===== config.mk =====
export PLATFORM = sky130hd
export DESIGN_NAME = cond_unit
export DESIGN_NICKNAME = d
export VERILOG_FILES = /design/src/rtl/cond_unit.sv
export SDC_FILE = /design/constraint.sdc
export NUM_CORES = 1
export LEC_CHECK = 0
export ABC_AREA = 1
export BUFFER_PORTS_ARGS = -buffer_cell sky130_fd_sc_hd__buf_4
export CORE_UTILIZATION = 59
export CTS_CLUSTER_SIZE = 8
export DETAILED_ROUTE_END_ITERATION = 8
export GPL_ROUTABILITY_DRIVEN = 0
export HOLD_SLACK_MARGIN = 0.02
export PLACE_DENSITY = 0.86
export SYNTH_ARGS = -nofsm -noshare
export SYNTH_HDL_FRONTEND = slang
export SYNTH_SLANG_ARGS = --single-unit

===== constraint.sdc =====
create_clock -name clk -period 3.4 [get_ports clk]
set_clock_uncertainty 0.15 [all_clocks]
set_input_delay 0.17 -clock clk [delete_from_list [all_inputs] [get_ports clk]]
set_output_delay 0.17 -clock clk [all_outputs]
set_load 0.01 [all_outputs]

===== src/rtl/cond_unit.sv =====
// cond_unit: conditional-execution unit for the ASIP datapath.
// Holds the NZCV flag register, evaluates condition codes against it,
// gates decoder enables, commits ALU flags on executed instructions and
// keeps saturating execute/skip profiling counters.
module cond_unit (
  input  logic        clk,
  input  logic        reset,
  input  logic        valid_i,
  input  logic        flush_i,
  input  logic [3:0]  cond_i,
  input  logic [1:0]  flag_w_i,
  input  logic [3:0]  alu_flags_i,
  input  logic        reg_w_i,
  input  logic        mem_w_i,
  input  logic        pc_s_i,
  input  logic        cnt_clr_i,
  output logic        valid_o,
  output logic        cond_ex_o,
  output logic        reg_w_o,
  output logic        mem_w_o,
  output logic        pc_s_o,
  output logic [3:0]  flags_o,
  output logic [15:0] exec_cnt_o,
  output logic [15:0] skip_cnt_o
);

  typedef enum logic [3:0] {
    CC_EQ = 4'b0000,
    CC_NE = 4'b0001,
    CC_CS = 4'b0010,
    CC_CC = 4'b0011,
    CC_MI = 4'b0100,
    CC_PL = 4'b0101,
    CC_VS = 4'b0110,
    CC_VC = 4'b0111,
    CC_HI = 4'b1000,
    CC_LS = 4'b1001,
    CC_GE = 4'b1010,
    CC_LT = 4'b1011,
    CC_GT = 4'b1100,
    CC_LE = 4'b1101,
    CC_AL = 4'b1110,
    CC_NV = 4'b1111
  } cond_e;

  logic [3:0]  flags_q, flags_d;
  logic        valid_q, valid_d;
  logic        cond_ex_q, cond_ex_d;
  logic        reg_w_q, reg_w_d;
  logic        mem_w_q, mem_w_d;
  logic        pc_s_q, pc_s_d;
  logic [15:0] exec_cnt_q, exec_cnt_d;
  logic [15:0] skip_cnt_q, skip_cnt_d;

  logic  accept;
  logic  cond_ex;
  logic  execute;
  logic  flag_n, flag_z, flag_c, flag_v;
  cond_e cond;

  assign accept  = valid_i & ~flush_i;
  assign execute = accept & cond_ex;
  assign cond    = cond_e'(cond_i);

  assign flag_n = flags_q[3];
  assign flag_z = flags_q[2];
  assign flag_c = flags_q[1];
  assign flag_v = flags_q[0];

  // Condition evaluation against the registered (pre-update) flags.
  always_comb begin
    cond_ex = 1'b0;
    case (cond)
      CC_EQ:   cond_ex = flag_z;
      CC_NE:   cond_ex = ~flag_z;
      CC_CS:   cond_ex = flag_c;
      CC_CC:   cond_ex = ~flag_c;
      CC_MI:   cond_ex = flag_n;
      CC_PL:   cond_ex = ~flag_n;
      CC_VS:   cond_ex = flag_v;
      CC_VC:   cond_ex = ~flag_v;
      CC_HI:   cond_ex = flag_c & ~flag_z;
      CC_LS:   cond_ex = ~flag_c | flag_z;
      CC_GE:   cond_ex = (flag_n == flag_v);
      CC_LT:   cond_ex = (flag_n != flag_v);
      CC_GT:   cond_ex = ~flag_z & (flag_n == flag_v);
      CC_LE:   cond_ex = flag_z | (flag_n != flag_v);
      CC_AL:   cond_ex = 1'b1;
      CC_NV:   cond_ex = 1'b0;
      default: cond_ex = 1'b0;
    endcase
  end

  // Flag commit: N,Z and C,V pairs load independently, only when executed.
  always_comb begin
    flags_d = flags_q;
    if (execute) begin
      if (flag_w_i[1]) flags_d[3:2] = alu_flags_i[3:2];
      if (flag_w_i[0]) flags_d[1:0] = alu_flags_i[1:0];
    end
  end

  // Output stage next values: everything gated by accept and condition.
  always_comb begin
    valid_d   = accept;
    cond_ex_d = execute;
    reg_w_d   = execute & reg_w_i;
    mem_w_d   = execute & mem_w_i;
    pc_s_d    = execute & pc_s_i;
  end

  // Profiling counters: clear wins over increment, both saturate at all-ones.
  always_comb begin
    exec_cnt_d = exec_cnt_q;
    skip_cnt_d = skip_cnt_q;
    if (cnt_clr_i) begin
      exec_cnt_d = '0;
      skip_cnt_d = '0;
    end else if (accept) begin
      if (cond_ex) begin
        if (exec_cnt_q != '1) exec_cnt_d = exec_cnt_q + 16'd1;
      end else begin
        if (skip_cnt_q != '1) skip_cnt_d = skip_cnt_q + 16'd1;
      end
    end
  end

  // State registers with asynchronous reset.
  always_ff @(posedge clk or posedge reset) begin
    if (reset) begin
      flags_q    <= '0;
      valid_q    <= 1'b0;
      cond_ex_q  <= 1'b0;
      reg_w_q    <= 1'b0;
      mem_w_q    <= 1'b0;
      pc_s_q     <= 1'b0;
      exec_cnt_q <= '0;
      skip_cnt_q <= '0;
    end else begin
      flags_q    <= flags_d;
      valid_q    <= valid_d;
      cond_ex_q  <= cond_ex_d;
      reg_w_q    <= reg_w_d;
      mem_w_q    <= mem_w_d;
      pc_s_q     <= pc_s_d;
      exec_cnt_q <= exec_cnt_d;
      skip_cnt_q <= skip_cnt_d;
    end
  end

  assign valid_o    = valid_q;
  assign cond_ex_o  = cond_ex_q;
  assign reg_w_o    = reg_w_q;
  assign mem_w_o    = mem_w_q;
  assign pc_s_o     = pc_s_q;
  assign flags_o    = flags_q;
  assign exec_cnt_o = exec_cnt_q;
  assign skip_cnt_o = skip_cnt_q;

endmodule


Word level (Yosys, flattened, before mapping):

Index checks and enable logic that the tools add are counted.

* register bits: 41
* output and inout port bits: 41
* word-level logic and storage cells: 63

* add/subtract/negate cells: 2
* equal/unequal tests: 20
* muxes and demuxes: 9
* bitwise gates (word level): 14
* reduce and logical (&&, ||, !) cells: 9

Operators with widths (number)
* two-way mux 16 bit: 8
* adder 16 x 1 -> 16 bit, second input constant: 2
* == test 4 bit, second input constant: 8
* inequality test 16 bit, second input constant: 2
* == test 4 x 3 -> 1 bit, second input constant: 4
* one-hot mux 1 bit (16 select lines): 1
* == test 4 x 2 -> 1 bit, second input constant: 2
* nonzero test 2 bit: 4
* AND 1 bit: 7
* AND reduction 3 bit: 2
* NOT 1 bit: 5
* == test 4 x 1 -> 1 bit, second input constant: 1
* logical NOT 4 bit: 1
* AND reduction 2 bit: 2
* inequality test 2 bit, second input constant: 1
* bitwise OR 1 bit: 2
* == test 1 bit: 1
* inequality test 1 bit: 1

Logic depth before layout (Yosys ltp):

* depth after elaboration: 6
* mapped depth: 14
* mapped depth without buffers: 14

Worst setup path before layout:

OpenSTA, ideal clock, no wires.

* kind: register -> register
* from: register exec_cnt_q[0], in the netlist exec_cnt_o[0]
* to: register exec_cnt_q[6], in the netlist exec_cnt_o[6]
* library setup time: 0.116 ns
* arrival: 1.774 ns
* slack: 1.361 ns
* stages on the path, launching flop included: 14
* cell sequence: dfrtp_1 ha_1 nand2_2 nor2_2 nand2_2 nor2_4 nand3_2 nor2_4 nand3_2 nand4_4 nand2_4 buf_12 nand2_2 nand2_2

* cells in the longest elaborated chain, start to end: 5

Ends and longest elaborated chain
* from (decl): RTL line 52 `logic [15:0] exec_cnt_q, exec_cnt_d;`
* from (signal assigned): RTL line 146 `exec_cnt_q <= exec_cnt_d;`
* adder 16 x 1 -> 16 bit: RTL line 121 `if (exec_cnt_q != '1) exec_cnt_d = exec_cnt_q + 16'd1;`
* two-way mux 16 bit: RTL line 121
* two-way mux 16 bit: RTL line 120 `if (cond_ex) begin`
* two-way mux 16 bit: RTL line 119 `end else if (accept) begin`
* two-way mux 16 bit: RTL line 116 `if (cnt_clr_i) begin`

Several ways; a longest one is shown, not always the timed one. The select of a mux whose other input is x is not followed.
A chain may end at the register's enable or synchronous reset.

Worst setup path after layout:

* from: register flags_q[2], in the netlist flags_o[2]
* to: register flags_q[2], in the netlist flags_o[2]

* cells in the longest elaborated chain, start to end: 5

Ends and longest elaborated chain
* from (decl): RTL line 46 `logic [3:0] flags_q, flags_d;`
* from (signal assigned): RTL line 140 `flags_q <= flags_d;`
* NOT 1 bit: RTL line 75, 82, 86
* AND 1 bit (on tied branches): RTL line 86, 82
* one-hot mux 1 bit (16 select lines) (*): RTL line 73 `case (cond)`
* AND 1 bit (*): RTL line 62 `assign execute = accept & cond_ex;`
* via cond_ex_d: RTL line 48 `logic cond_ex_q, cond_ex_d;`
* AND reduction 2 bit (no source line) (*)

The timed path passes the listed nets; every way through them passes the cells marked *.

==> run summary <==
STATUS
-----------------------------------------------------------------------------------------
Outcome                                                                      finished clean

STA
-----------------------------------------------------------------------------------------
Worst slew pin tran                                                              0.762 ns
Total negative slack for setup checks                                                0 ns
Setup violators final                                                                   0
Pins Over Slew Limit                                                                    0
Final hold viol count                                                                   0
Period Utilization, post-route                                                      90.5%
Min Tclk post-route                                                               3.08 ns
Max transition margin                                                               49.2%
Achievable Freq                                                                   325 MHz
Unrepaired setup endpoints after global routing                                     false

SETUP PATH
-----------------------------------------------------------------------------------------
Worst reg2reg path startpoint                                                  flags_o[2]
Largest driver fanout on the critical path                                              8
Slowest cell on the critical path                                            dlygate4sd3_1
Cell mode on critical path                                                        nand2_1
Minimum setup slack among reg-to-reg paths                                        0.32 ns
Data arrival time of the worst path                                               3.17 ns
Path depth of the worst reg2reg path                                                   13
Required @ worst endpoint                                                         3.49 ns
Reg-to-reg endpoint                                                            flags_o[2]
Critical path buffers and inverters                                                     2
Cell class contributing the biggest share of worst-path delay                simple AND/OR/NAND/NOR gates
CP Launch Type                                                                  flip-flop
Setup crit end kind                                                             flip-flop
Maximum cell stage delay along the critical path                                  0.58 ns
Start point of the critical path                                               flags_o[2]
Worst setup path category                                                         reg2reg
Ordered list of cells on the worst path                                      nor3_1 -> nand2_1 -> nand2_1 -> nand2_1 -> nand3_1 -> nand2_2 -> nand2_4 -> nand2_1 -> nor2_4 -> nand3_1 -> dlygate4sd3_1 -> nand2_1 -> dlygate4sd3_1

PLACE
-----------------------------------------------------------------------------------------
Instance area after placement                                                  3150 sq um
Port bufs                                                                              58
Post-DP HPWL                                                                      4510 um
Inst Count DP                                                                         470

DRT
-----------------------------------------------------------------------------------------
Metal-1 WL                                                                        3020 um
Via density per instance                                                             5.65
Post-route ant nets                                                                     0
Residual DRC count                                                                      0
Top Metal Used                                                                       met4
Overall routed net length                                                         7200 um
Post-detailed-route wirelength per cell                                           14.5 um
DR WL met2                                                                        3620 um
Met3 wirelength from detailed routing                                              431 um
Drt first pass iters                                                                    6
DRT iter0 DRCs                                                                        279
Total via count after detailed routing                                               2804

YOSYS
-----------------------------------------------------------------------------------------
Synthesized cell area                                                          2730 sq um
Prevailing post-synth register cell                                               dfrtp_1
Number of warnings issued by yosys                                                      0
Most frequent cell after synthesis                                                nand2_1
Number of nets produced by synthesis                                                  390
Total of flip-flops plus latches after synthesis                                       41
Area share of the largest cell type after synthesis                                 37.6%
Commonest cells in the netlist                                               nand2_1 (104), nor2_1 (50), dfrtp_1 (41)
Cell count after synthesis                                                            370
Register area share after synthesis                                                 37.6%
Post-synthesis cell type count                                                         36
Proportion of register bits with asynchronous set or reset after synthesis           100%
Top cells by area, synth                                                     dfrtp_1 (38%), nand2_1 (14%), nor2_1 (6.9%)
Number of enable-type register cells in the synthesized netlist                         0
Cell type contributing the most total cell area after synthesis                   dfrtp_1
Average size of a mapped cell                                                  7.37 sq um

FINAL LAYOUT
-----------------------------------------------------------------------------------------
N_diodes                                                                                0
Post-route insts no fill                                                              496
Final layout net count                                                                463
Area growth syn-to-layout                                                           26.9%
# fillers                                                                             307
Post-layout util                                                                    79.0%
Final non-filler cell area                                                     3460 sq um
Layout cells sized above 1                                                          23.9%

CLOCK TREE
-----------------------------------------------------------------------------------------
Clock Latency Late Sink                                                           0.31 ns
Clock buffers created by TritonCTS                                                      5
Post-cts repair resize count                                                            0
Maximum buffer depth of the clock tree                                                  2
Maximum level of the CTS H-tree                                                         2
Clk sink count                                                                         41
Setup repair bufs after CTS                                                             0
CTS clk-pin slew, worst paths                                                     0.09 ns
Clock tree from TritonCTS                                                           built
Clock root buffer                                                                clkbuf_8

FLOORPLANNING
-----------------------------------------------------------------------------------------
Overall die area                                                               4900 sq um
Site row count                                                                         24
Height of the die                                                                 70.0 um
# IOs                                                                                  59
Overall die width                                                                 70.0 um
Effective utilization at floorplan                                                  62.2%
Core footprint                                                                 4380 sq um

GLOBAL ROUTING
-----------------------------------------------------------------------------------------
Grt ovf                                                                                 0
Total global routing track utilization                                              31.6%
Largest net degree at the start of global routing                                      42
Number of antenna violations at the first check in global routing                       0
Wire length of the first global-routing pass                                     12300 um
Vias in the first global route                                                       2655

FLOW RUN
-----------------------------------------------------------------------------------------
Number of maximum-capacitance constraint violations                                     0

MIN PATH
-----------------------------------------------------------------------------------------
Worst hold path endpoint                                                     skip_cnt_o[1]
Hold path startpoint                                                            cnt_clr_i
Worst hold stages                                                                       2
Hold/Removal Path Class                                                            in2reg

POWER
-----------------------------------------------------------------------------------------
Static Leak                                                                       1.71 nW
Power per unit of standard cell area                                          390 nW/um^2
Worst-case vdd ir drop                                                         0.000318 V

## per-stage QoR
| step | hold WS, ns | total power [W] | worst slack [ns] |
|---|---|---|---|
| 5_1_grt | 0.168 | 0.00140 | 0.134 |
| 2_1_floorplan | 0.0941 | 0.000737 | 1.36 |
| 4_1_cts | 0.132 | 0.00134 | 0.446 |
| 3_5_place_dp | 0.189 | 0.000828 | 1.09 |
| 6_report | 0.145 | 0.00135 | 0.325 |
| 3_3_place_gp | 0.186 | 0.000820 | 1.14 |
## layout by cell type, fill, tap and decap left out
cell type	netlist	layout
a21oi_1	2	2
a31oi_1	1	1
a41oi_1	1	1
buf_4	2	59
bufinv_16	0	2
clkbuf_8	1	5
clkinv_1	1	1
clkinv_2	1	2
dfrtp_1	41	41
dlygate4sd3_1	1	18
ha_1	2	2
inv_1	22	22
inv_2	3	3
nand2_1	104	104
nand2_2	23	23
nand2_4	2	2
nand3_1	35	35
nand3_2	4	4
nand4_1	19	19
nand4_4	1	1
nor2_1	50	50
nor2_2	1	1
nor2_4	4	4
nor3_1	8	8
nor3b_1	5	5
nor4_1	1	1
o21a_1	1	1
o21ai_0	2	2
o21ai_1	1	1
o21bai_1	1	1
or2_1	2	2
xnor2_1	6	6
xor2_1	15	15
## area by class of cell
| type | instances | area [sq um] | share of cell area (%) |
|---|---|---|---|
| clock buffer | 5 | 68.8 | 1.99 |
| timing repair buffer | 77 | 623 | 18.0 |
| tap | 52 | 65.1 | 1.88 |
| clock inverter | 3 | 65.1 | 1.88 |
| multi-input combinational | 291 | 1510 | 43.7 |
| sequential | 41 | 1030 | 29.6 |
| inverter | 27 | 103 | 2.96 |
## kinds of logic (layout without fill, tap and decap cells)
family                     after synthesis  after routing  synth area share [%]
and+or+nand+nor                        259            259                  45.7
buffers and inverters                   38            112                  6.97
DFF                                     41             41                  37.6
AOI/OAI and AO/OA                        9              9                  2.02
xor gates and xnor gates                21             21                  6.74
adders and majority gates                2              2                 0.917
## worst max-delay path by stage
| stage | to | slack [ns] | depth (start not counted) |
|---|---|---|---|
| 6_report | flags_o[2] | 0.32 | 13 |
| 5_1_grt | flags_o[2] | 0.13 | 13 |
| 3_3_place_gp | exec_cnt_o[3] | 1.14 | 12 |
| 4_1_cts | flags_o[2] | 0.45 | 13 |
| 2_1_floorplan | exec_cnt_o[6] | 1.36 | 13 |
| 3_5_place_dp | exec_cnt_o[3] | 1.09 | 12 |
## worst reg2reg max path, cell delays in order, from the launching register on
cell           delay [ns]
dfrtp_1              0.43
nor3_1               0.28
nand2_1              0.08
nand2_1              0.07
nand2_1              0.06
nand3_1              0.13
nand2_2              0.08
nand2_4              0.08
nand2_1              0.13
nor2_4               0.23
nand3_1              0.10
dlygate4sd3_1        0.58
nand2_1              0.07
dlygate4sd3_1        0.55
## routing by layer
| metal | vias to the layer above | global-route usage [%] |
|---|---|---|
| li1 | 1341 | - |
| met1 | 1323 | 40.1 |
| met2 | 123 | 54.7 |
| met3 | 17 | 5.92 |
| met4 | 0 | 9.56 |
| met5 | - | 0 |
## state kept, by name, summed over array words and instances, names as in the netlist
| register | cells |
|---|---|
| cond_ex_o | 1 |
| exec_cnt_o | 16 |
| flags_o | 4 |
| mem_w_o | 1 |
| pc_s_o | 1 |
| reg_w_o | 1 |
| skip_cnt_o | 16 |
| valid_o | 1 |
## power breakdown
part | leakage (nW) | internal [W] | switching (W)
Combinational | 1.08 | 0.000136 | 0.000185
Sequential | 0.562 | 0.000516 | 0.0000379
Clock | 0.0681 | 0.000292 | 0.000183
## what timing repair did
action | 4_1_cts | 5_1_grt
hold buffers | 18 | 0
endpoints found under the hold margin | 49 | 0
setup endpoints to repair | 0 | 0
(Power assumes the default switching activity.)
